==> config.mk <==
export PLATFORM = sky130hd
export DESIGN_NAME = wb_cmd_master
export DESIGN_NICKNAME = d
export VERILOG_FILES = /design/src/rtl/wb_cmd_master.sv
export SDC_FILE = /design/constraint.sdc
export NUM_CORES = 1
export LEC_CHECK = 0
export ABC_AREA = 0
export ABC_CLOCK_PERIOD_IN_PS = 3100
export BUFFER_PORTS_ARGS = -buffer_cell sky130_fd_sc_hd__buf_2
export CAP_MARGIN = 0
export CORE_MARGIN = 1.5
export CORE_UTILIZATION = 35
export DETAILED_ROUTE_END_ITERATION = 10
export GPL_TIMING_DRIVEN = 0
export SLEW_MARGIN = 10
export SYNTH_ARGS = -nofsm -noshare
export SYNTH_HDL_FRONTEND = slang
export SYNTH_SLANG_ARGS = --single-unit
==> constraint.sdc <==
create_clock -name clk -period 3.1 [get_ports clk]
set_input_delay 0.31 -clock clk [delete_from_list [all_inputs] [get_ports clk]]
set_output_delay 0.31 -clock clk [all_outputs]
set_load 0.01 [all_outputs]
==> src/rtl/wb_cmd_master.sv <==
// rtl/wb_cmd_master.sv - single-outstanding Wishbone initiator, valid/ready command in, completion out
// Optional bus-timeout abort with error counter: define WBM_TIMEOUT_EN.
module wb_cmd_master #(
  parameter int AW      = 8,
  parameter int TMO_CYC = 255
) (
  input  logic          clk,
  input  logic          rst,
  input  logic          cmd_valid,
  output logic          cmd_ready,
  input  logic          cmd_we,
  input  logic [AW-1:0] cmd_addr,
  input  logic [31:0]   cmd_wdata,
  output logic          rsp_valid,
  input  logic          rsp_ready,
  output logic [31:0]   rsp_rdata,
  output logic          rsp_err,
  output logic [AW-1:0] wb_addr,
  output logic [31:0]   wb_wdata,
  output logic          wb_we,
  output logic          wb_cyc,
  input  logic [31:0]   wb_rdata,
  input  logic          wb_ack,
  output logic [7:0]    err_cnt
);

  typedef enum logic [1:0] {S_IDLE, S_BUS, S_RESP} state_t;

  state_t        r_state;
  logic [AW-1:0] r_wb_addr;
  logic [31:0]   r_wb_wdata;
  logic          r_wb_we;
  logic          r_wb_cyc;
  logic          r_rsp_valid;
  logic [31:0]   r_rsp_rdata;

`ifdef WBM_TIMEOUT_EN
  localparam int TW = $clog2(TMO_CYC + 1);
  logic [TW-1:0] r_tmo;
  logic          r_rsp_err;
  logic [7:0]    r_err_cnt;

  assign rsp_err = r_rsp_err;
  assign err_cnt = r_err_cnt;
`else
  logic w_unused_tmo;

  assign w_unused_tmo = TMO_CYC[0];
  assign rsp_err      = 1'b0;
  assign err_cnt      = 8'h00;
`endif

  // Reset gates cmd_ready directly so no command is taken while rst is high.
  assign cmd_ready = (r_state == S_IDLE) & ~rst;
  assign wb_addr   = r_wb_addr;
  assign wb_wdata  = r_wb_wdata;
  assign wb_we     = r_wb_we;
  assign wb_cyc    = r_wb_cyc;
  assign rsp_valid = r_rsp_valid;
  assign rsp_rdata = r_rsp_rdata;

  always_ff @(posedge clk or posedge rst) begin
    if (rst) begin
      r_state     <= S_IDLE;
      r_wb_addr   <= '0;
      r_wb_wdata  <= 32'h0;
      r_wb_we     <= 1'b0;
      r_wb_cyc    <= 1'b0;
      r_rsp_valid <= 1'b0;
      r_rsp_rdata <= 32'h0;
`ifdef WBM_TIMEOUT_EN
      r_tmo       <= '0;
      r_rsp_err   <= 1'b0;
      r_err_cnt   <= 8'h00;
`endif
    end else begin
      case (r_state)
        S_IDLE: begin
          if (cmd_valid) begin
            r_wb_we    <= cmd_we;
            r_wb_addr  <= cmd_addr;
            r_wb_wdata <= cmd_wdata;
            r_wb_cyc   <= 1'b1;
            r_state    <= S_BUS;
`ifdef WBM_TIMEOUT_EN
            r_tmo      <= '0;
`endif
          end
        end
        S_BUS: begin
          // Drop cyc on the edge right after ack: toggling slaves would otherwise ack twice.
          if (wb_ack) begin
            r_wb_cyc    <= 1'b0;
            r_rsp_valid <= 1'b1;
            r_rsp_rdata <= r_wb_we ? 32'h0 : wb_rdata;
            r_state     <= S_RESP;
`ifdef WBM_TIMEOUT_EN
            r_rsp_err   <= 1'b0;
`endif
          end
`ifdef WBM_TIMEOUT_EN
          else if (r_tmo == TW'(TMO_CYC - 1)) begin
            r_wb_cyc    <= 1'b0;
            r_rsp_valid <= 1'b1;
            r_rsp_rdata <= 32'h0;
            r_rsp_err   <= 1'b1;
            r_state     <= S_RESP;
            if (r_err_cnt != 8'hFF) begin
              r_err_cnt <= r_err_cnt + 8'h01;
            end
          end else begin
            r_tmo <= r_tmo + TW'(1);
          end
`endif
        end
        S_RESP: begin
          if (rsp_ready) begin
            r_rsp_valid <= 1'b0;
            r_state     <= S_IDLE;
          end
        end
        default: begin
          r_state <= S_IDLE;
        end
      endcase
    end
  end

endmodule

==> results of run 1 <==
==> worst max-delay path: stages <==
cell	delay, ps
dlygate4sd3_1	540
buf_2	140
nor3_1	130
buf_2	160
==> worst min-delay path by stage <==
| stage | from | end | slack (ps) | cells after the start |
|---|---|---|---|---|
| 2_1_floorplan | rsp_ready | r_state[1]$_DFFE_PP0P_ | 400 | 1 |
| 3_3_place_gp | rsp_rdata[15]$_DFFE_PP0P_ | rsp_rdata[15]$_DFFE_PP0P_ | 460 | 2 |
| 3_5_place_dp | rst | wb_addr[3]$_DFFE_PP0P_ | 330 | 2 |
| 4_1_cts | rsp_ready | r_state[1]$_DFFE_PP0P_ | 150 | 2 |
| 5_1_grt | rsp_ready | r_state[1]$_DFFE_PP0P_ | 150 | 2 |
| 6_report | rsp_ready | r_state[1]$_DFFE_PP0P_ | 170 | 2 |
==> synthesized netlist by cell type <==
library cell	count
a21oi_1	3
buf_1	1
buf_2	6
buf_4	9
buf_6	4
clkbuf_1	3
clkbuf_2	1
conb_1	1
dfrtp_1	77
inv_1	3
mux2_1	3
mux2_2	38
mux2i_1	1
nand2_1	33
nand2b_1	32
nand3b_1	1
nor2_1	2
nor3_1	1
nor3b_4	1
o21ai_0	34
o31ai_1	1
==> routing by layer <==
metal,share of wire,GRT usage,up-vias,wire length [um]
li1,-,-,1173,-
met1,0.45,0.198,1110,3080
met2,0.47,0.245,95,3260
met3,0.066,0.0360,9,454
met4,0.018,0.0626,0,121
met5,0,0,-,0
==> cell usage in the layout (no fill, tap or decap), types with 9 or more instances in the layout <==
cell type / synthesis / final
nand2b_1: 32 / 32
nand2_1: 33 / 33
buf_2: 6 / 159
dfrtp_1: 77 / 77
buf_4: 9 / 9
o21ai_0: 34 / 34
mux2_2: 38 / 38
clkbuf_8: 0 / 12
conb_1: 1 / 9
==> stage by stage <==
| stage | area [um2] | util | instances | power (mW) | setup WS [ps] |
|---|---|---|---|---|---|
| finish | 4360 | 0.503 | 542 | 4.20 | 1500 |
| global route | 4360 | 0.503 | 542 | 4.51 | 1450 |
| detailed placement | 4090 | 0.472 | 525 | 3.31 | 1510 |
| CTS | 4360 | 0.503 | 542 | 4.28 | 1510 |
| global placement | 4060 | 0.468 | 524 | 3.26 | -164 |
| floorplan | 3160 | - | 263 | 2.61 | 823 |
==> logic make-up after synthesis <==
| kind of cell | share of synthesized area |
|---|---|
| muxes | 0.151 |
| other | 0.00120 |
| DFF | 0.615 |
| buffers and inverters | 0.0555 |
| and+or+nand+nor | 0.116 |
| AOI/OAI and AO/OA | 0.0615 |
==> power by group <==
group,internal [mW],switching [mW]
Combinational,0.765,0.769
Clock,0.602,0.355
Sequential,1.48,0.230
==> state kept, by name, summed over array words and instances, names as in the netlist <==
name	flops
rsp_rdata	32
rsp_valid	1
wb_addr	8
wb_cyc	1
wb_wdata	32
r_state	2
wb_we	1
==> final cells by class <==
cell class / instances / area share
plain buffers: 24 / 0.0373
clock buffers: 13 / 0.0387
clock inverters: 3 / 0.0207
inverters: 3 / 0.00316
multi-input cells: 159 / 0.243
flip-flops and latches: 77 / 0.442
well taps: 108 / 0.0310
repair buffers: 155 / 0.184
==> repair_timing <==
item,in CTS,in global routing
endpoints found under the hold margin,25,0
hold buffers,1,0
setup endpoints to repair,0,0
buffers inserted,0,0
==> metrics.md, run 1 <==
| Metric | Value |
|---|---|
| GRT Util Overall | `0.152` |
| Tmin final | `1600 ps` |
| Drt initial violations | `33` |
| Pwr Density | `963 mW/mm2` |
| Largest cells by area after synthesis | `dfrtp_1 (62%), mux2_2 (14%), nand2b_1 (6.4%)` |
| # H-tree levels | `3` |
| Synth area leader | `dfrtp_1` |
| Layout Nets | `507` |
| Setup crit end kind | `output port` |
| Row count | `34` |
| Clock Skews | `10.1 ps` |
| Reg-to-reg endpoint | `wb_wdata[15]$_DFFE_PP0P_` |
| Crit. Startpoint | `rst` |
| Worst-path clk slew | `70 ps` |
| Die W | `97.6 um` |
| Multi-input logic area | `0.00106 mm2` |
| Setup CP Type | `in2out` |
| WHS | `174 ps` |
| Clock sinks | `77` |
| RSZ-0062 raised after global routing | `false` |
| GRT overflow | `0` |
| Worst Path Required | `2790 ps` |
| Longest Clk Path Bufs | `2` |
| Vias | `2387` |
| VDD IR max | `0.000394 V` |
| Clk_lat worst skew | `340 ps` |
| Detail Placement HPWL | `5.16 mm` |
| Setup TNS | `0 ps` |
| Top Ports | `163` |
| Slew Viols, Final | `0` |
| Antenna diode count | `0` |
| DRT Pass-1 Iters | `4` |
| Initial antenna violation count | `0` |
| Ys Warns | `0` |
| Initial Util | `0.361` |
| CTS root buffer | `clkbuf_8` |
| Yosys cell types | `21` |
| Hold Fails Final Rpt | `0` |
| Max Freq | `626 MHz` |
| Synthesis-to-finish area growth | `39.3%` |
| Flop2flop setup slack | `1540 ps` |
| Max_cap viols | `0` |
| Cts repair resizes | `0` |
| Die ar. | `0.00952 mm2` |
| WL per Instance | `12.7 um` |
| Fillcell total | `846` |
| Total wire length | `6.91 mm` |
| PortBufs | `153` |
| Largest net degree at the start of global routing | `53` |
| CTS Buf Count | `9` |
| Number of synthesized register bits | `77` |
| Share of Yosys cell area claimed by the top area cell type | `0.615` |
| RD Place Congestion | `0.699` |
| Final period util | `0.515` |
| Gate Count Post-Synth | `255` |
| Setup crit end | `cmd_ready` |
| Crit path DAT | `1290 ps` |
| First-pass GRT wire length | `11.7 mm` |
| Pleak | `2.22 nW` |
| Worst Reg-to-Reg Cells | `4` |
| Layout cells sized above 1 | `0.528` |
| Crit-path max FO | `2` |
| Startpoint types | `input port` |
| Reg area | `0.00193 mm2` |
| Core area | `0.00868 mm2` |
| DRC Markers | `0` |
| Critical R2R Launch | `r_state[0]$_DFFE_PP0P_` |
| Post-Syn Area | `0.00313 mm2` |
| Run status | `finished clean` |
| Via/cell ratio | `4.40` |
| Die H | `97.6 um` |
| Final setup vio count | `0` |
| Worst Hold Class | `in2reg` |
| Vias in the first global route | `2394` |
| Final ANT Viol Nets | `0` |
| Synth Area per Inst | `12.3 um2` |
| Post-synthesis sequential area ratio | `0.615` |
| CTS tree | `yes` |
Power figures use the tool's default switching activity.
==> run 2: changes to the inputs <==
--- a/config.mk
+++ b/config.mk
@@ -6,7 +6,7 @@
 export NUM_CORES = 1
 export LEC_CHECK = 0
 export ABC_AREA = 0
-export ABC_CLOCK_PERIOD_IN_PS = 3100
+export ABC_CLOCK_PERIOD_IN_PS = 1600
 export BUFFER_PORTS_ARGS = -buffer_cell sky130_fd_sc_hd__buf_2
 export CAP_MARGIN = 0
 export CORE_MARGIN = 1.5
==> constraint.sdc (replaced) <==
create_clock -name clk -period 1.6 [get_ports clk]
set_input_delay 0.16 -clock clk [delete_from_list [all_inputs] [get_ports clk]]
set_output_delay 0.16 -clock clk [all_outputs]
set_load 0.01 [all_outputs]
==> metrics.md, run 2 (same netlist as run 1, synthesis figures left out) <==
| Metric | Value |
|---|---|
| Startpoint types | `flop` |
| Worst Path Required | `1830 ps` |
| CP cell instances | `buf_2 > nor3b_4 > buf_4 > buf_6 > mux2_2` |
| Placement Cell Area | `0.00411 mm2` |
| Hold Path Depth | `2` |
| Run status | `finished clean` |
| Top Ports | `163` |
| GRT Util Overall | `0.151` |
| RSZ-0062 raised after global routing | `false` |
| Post-place setup slack | `-6.78 ps` |
| Worst setup margin | `131 ps` |
| CTS tree | `yes` |
| CTS root buffer | `clkbuf_8` |
| Row count | `34` |
| Die ar. | `0.00952 mm2` |
| Worst-path clk slew | `80 ps` |
| Via/cell ratio | `4.41` |
| Setup TNS | `0 ps` |
| Fillcell total | `816` |
| Drt initial violations | `42` |
| Pleak | `2.20 nW` |
| Pwr Density | `1790 mW/mm2` |
| Crit-path max FO | `10` |
| Setup crit end kind | `flop` |
| Longest Clk Path Bufs | `2` |
| Total wire length | `6.89 mm` |
| CP Buf/Inv Count | `3` |
| Core area | `0.00868 mm2` |
| Die H | `97.6 um` |
| Worst Reg-to-Reg Cells | `5` |
| Die W | `97.6 um` |
| Crit path DAT | `1690 ps` |
| CP max stage delay | `360 ps` |
| VDD IR max | `0.000717 V` |
| Setup CP Type | `reg2reg` |
| # H-tree levels | `3` |
| WL per Instance | `12.6 um` |
| Most frequent cells in the layout | `buf_2 (159), dfrtp_1 (77), mux2_2 (38)` |
| Flop2flop setup slack | `130 ps` |
| GRT overflow | `0` |
| First-pass GRT wire length | `11.5 mm` |
| Initial antenna violation count | `0` |
| Vias | `2409` |
| Hold Fails Final Rpt | `0` |
| Vias in the first global route | `2370` |
| Slew Viols, Final | `0` |
| DRT Pass-1 Iters | `4` |
| Final ANT Viol Nets | `0` |
| Layout Nets | `511` |
| Clk_lat worst skew | `340 ps` |
| Design area | `0.00433 mm2` |
| Clock Skews | `8.11 ps` |
| Tmin final | `1470 ps` |
| Max Freq | `681 MHz` |
| Detail Placement HPWL | `5.17 mm` |
| Largest net degree at the start of global routing | `37` |
| Crit-path leading delay family | `buffers and inverters` |
| WHS | `33.1 ps` |
| Final setup vio count | `0` |
| Clock sinks | `77` |
| RD Place Congestion | `0.693` |
| Worst Hold Class | `in2reg` |
| Max_cap viols | `0` |
| Initial Util | `0.361` |
| Antenna diode count | `0` |
| Worst hold endpoint | `wb_wdata[27]$_DFFE_PP0P_` |
| Reg-to-reg endpoint | `wb_wdata[31]$_DFFE_PP0P_` |
| HP Start | `cmd_wdata[27]` |
| PortBufs | `153` |
| CTS Buf Count | `9` |
| DRC Markers | `0` |
| Critical R2R Launch | `r_state[0]$_DFFE_PP0P_` |
| Most common cell after layout, fill and taps aside | `buf_2` |
| Final period util | `0.918` |
| Layout cells sized above 1 | `0.530` |
| Synthesis-to-finish area growth | `38.4%` |
| CP max-delay cell | `dfrtp_1` |
run 2: cell types whose count changed in the layout (fill, tap and decap cells not counted), sizes merged:
cell,delta
clkinvlp,+3
bufinv,-2
buf,+3
inv,-1
dlygate4sd3,+1
clkinv,+3
clkbuf,-3
run 2: worst register-to-register path: stages (launching register included):
cell and delay, ps:
dfrtp_1 360, buf_2 170, nor3b_4 180, buf_4 160, buf_6 150, mux2_2 340
run 2: power by group:
part	switching (mW)	internal, mW
clock	0.715	0.718
sequential	0.460	2.86
combinational	1.49	1.50
total	2.67	5.08
run 2: metal layers:
metal | vias to the layer above | track usage | part of all wire
met3 | 9 | 0.0403 | 0.071
met2 | 97 | 0.238 | 0.47
li1 | 1181 | - | -
met5 | - | 0 | 0
met1 | 1122 | 0.201 | 0.45
met4 | 0 | 0.0527 | 0.011
run 2: cell type report:
type                       count  area (um2)  share of cell area
tap                          108         135              0.0312
sequential                    77        1930               0.445
inverter                       3        15.0             0.00347
multi-input combinational    159        1060               0.245
buffer                        24         163              0.0375
timing repair buffer         159         841               0.194
clock inverter                 6        63.8              0.0147
clock buffer                  10         128              0.0295
run 2: worst max-delay path by stage:
stage,from,depth (start not counted),to,slack [ps]
detailed placement,r_state[0]$_DFFE_PP0P_,4,wb_wdata[31]$_DFFE_PP0P_,-7
global route,r_state[0]$_DFFE_PP0P_,5,wb_we$_DFFE_PP0P_,50
finish,r_state[0]$_DFFE_PP0P_,5,wb_wdata[31]$_DFFE_PP0P_,130
CTS,r_state[0]$_DFFE_PP0P_,5,wb_wdata[31]$_DFFE_PP0P_,100
floorplan,r_state[0]$_DFFE_PP0P_,4,wb_addr[0]$_DFFE_PP0P_,160
global placement,rst,2,wb_wdata[19]$_DFFE_PP0P_,-30
run 2: timing repair:
item,in CTS,in global routing
endpoints found under the hold margin,12,0
gates resized for setup,0,0
hold buffers,2,0
buffers inserted,2,0
setup endpoints to repair,27,0
run 2: through the flow:
| step | total power, mW | instances | utilization |
|---|---|---|---|
| after global routing | 8.35 | 546 | 0.499 |
| final | 7.74 | 546 | 0.499 |
| after detailed placement | 6.41 | 526 | 0.473 |
| after global placement | 6.31 | 524 | 0.469 |
| after CTS | 7.88 | 546 | 0.499 |
| after floorplan | 5.05 | 263 | - |
==> run 3: changes to the inputs <==
--- a/config.mk
+++ b/config.mk
@@ -6,7 +6,7 @@
 export NUM_CORES = 1
 export LEC_CHECK = 0
 export ABC_AREA = 0
-export ABC_CLOCK_PERIOD_IN_PS = 1600
+export ABC_CLOCK_PERIOD_IN_PS = 1700
 export BUFFER_PORTS_ARGS = -buffer_cell sky130_fd_sc_hd__buf_2
 export CAP_MARGIN = 0
 export CORE_MARGIN = 1.5
==> constraint.sdc (replaced) <==
create_clock -name clk -period 1.7 [get_ports clk]
set_input_delay 0.17 -clock clk [delete_from_list [all_inputs] [get_ports clk]]
set_output_delay 0.17 -clock clk [all_outputs]
set_load 0.01 [all_outputs]
==> metrics.md, run 3 (same netlist as run 1, synthesis figures left out) <==
| Metric | Value |
|---|---|
| Die H | `97.6 um` |
| Pleak | `2.19 nW` |
| Worst setup margin | `124 ps` |
| Hold Fails Final Rpt | `0` |
| Worst-path clk slew | `80 ps` |
| DRC Markers | `0` |
| Pwr Density | `1690 mW/mm2` |
| Layout Nets | `508` |
| First-pass GRT wire length | `11.5 mm` |
| Vias | `2380` |
| GRT overflow | `0` |
| Cells after DPL | `526` |
| Cts repair resizes | `0` |
| Worst Hold Class | `in2reg` |
| Final setup vio count | `0` |
| PortBufs | `153` |
| GRT Util Overall | `0.151` |
| Max_cap viols | `0` |
| Worst Path Required | `1920 ps` |
| Die W | `97.6 um` |
| CTS root buffer | `clkbuf_8` |
| Postcts setup bufs | `0` |
| Setup CP Type | `reg2reg` |
| Startpoint types | `flop` |
| Initial antenna violation count | `0` |
| Crit path DAT | `1800 ps` |
| Slew Viols, Final | `0` |
| DRT Pass-1 Iters | `4` |
| WHS | `19.5 ps` |
| Clk_lat worst skew | `340 ps` |
| Final period util | `0.927` |
| RD Place Congestion | `0.693` |
| Run status | `finished clean` |
| Switching Fraction | `0.344` |
| VDD IR max | `0.000675 V` |
| Final ANT Viol Nets | `0` |
| Largest net degree at the start of global routing | `37` |
| Synthesis-to-finish area growth | `37.6%` |
| Die ar. | `0.00952 mm2` |
| # H-tree levels | `3` |
| Core area | `0.00868 mm2` |
| Psw | `2.50 mW` |
| Int Power | `4.77 mW` |
| Longest Clk Path Bufs | `2` |
| CTS Buf Count | `9` |
| Vias in the first global route | `2361` |
| Initial Util | `0.361` |
| Sequential Power Share | `0.430` |
| Setup crit end kind | `flop` |
| Detail Placement HPWL | `5.17 mm` |
| Tmin final | `1580 ps` |
| Drt initial violations | `32` |
| Top Ports | `163` |
| Total wire length | `6.87 mm` |
| Setup TNS | `0 ps` |
| RSZ-0062 raised after global routing | `false` |
| Clock Power Share | `0.185` |
| Post-place setup slack | `93.2 ps` |
| CTS tree | `yes` |
| Finished Layout Cells | `543` |
| Most common cell after layout, fill and taps aside | `buf_2` |
| WL per Instance | `12.7 um` |
| Most frequent cells in the layout | `buf_2 (159), dfrtp_1 (77), mux2_2 (38)` |
| Row count | `34` |
| Antenna diode count | `0` |
| Max Freq | `634 MHz` |
| Layout cells sized above 1 | `0.529` |
| Logic pwr share | `0.385` |
| Clock Skews | `7.75 ps` |
| Via/cell ratio | `4.38` |
| Clock sinks | `77` |
| Crit-path max FO | `10` |
run 3: changes by cell type in the layout (fill, tap and decap cells not counted):
cell           delta
dlygate4sd3_1     -1
buf_4             -2
run 3: metrics by stage:
step,util,total power [mW],cell area (um2)
after CTS,0.496,7.40,4310
final,0.496,7.27,4310
after global routing,0.496,7.84,4310
after detailed placement,0.473,6.03,4110
after global placement,0.469,5.93,4070
after floorplan,-,4.75,3170
run 3: worst max-delay path, stage by stage, from the launching register on:
cell and delay [ps]:
dfrtp_1 360, buf_2 170, nor3b_4 380, buf_6 210
mux2_2 340
run 3: metal layers:
layer | vias up | routed length, um | global-route usage
met5 | - | 0 | 0
met2 | 93 | 3210 | 0.239
li1 | 1176 | - | -
met1 | 1102 | 3100 | 0.200
met3 | 9 | 476 | 0.0403
met4 | 0 | 81 | 0.0527
run 3: layout make-up:
cell class                      instances  area (um2)
Fill cell                             817        4370
Clock inverter                          6        63.8
Timing Repair Buffer                  156         816
Sequential cell                        77        1930
Buffer                                 24         163
Multi-Input combinational cell        159        1060
Inverter                                3        15.0
Clock buffer                           10         128
Tap cell                              108         135
run 3: what timing repair did:
action                                  4_1_cts  5_1_grt
hold buffers                                  1        0
endpoints found under the setup margin        0        0
endpoints found under the hold margin        11        0
run 3: path summary, 6_finish.rpt:
kind,to,cells after the start,startpoint,slack [ps]
worst max register to register,wb_wdata[6]$_DFFE_PP0P_,4,r_state[0]$_DFFE_PP0P_,120
worst min-delay path,r_state[1]$_DFFE_PP0P_,2,rsp_ready,20
worst max-delay path,wb_wdata[6]$_DFFE_PP0P_,4,r_state[0]$_DFFE_PP0P_,120
min in group asynchronous,wb_wdata[2]$_DFFE_PP0P_,3,rst,380
max in group asynchronous,rsp_rdata[9]$_DFFE_PP0P_,4,rst,830
worst min register to register,rsp_rdata[14]$_DFFE_PP0P_,2,rsp_rdata[14]$_DFFE_PP0P_,480
run 3: power by group through the flow:
stage / clock [mW] / sequential [mW] / combinational, mW
final: 1.35 / 3.12 / 2.80
after global routing: 1.49 / 3.25 / 3.09
after CTS: 1.40 / 3.14 / 2.86
after detailed placement: 0 / 3.17 / 2.86
after global placement: 0 / 3.14 / 2.80
after floorplan: 0 / 3.58 / 1.17
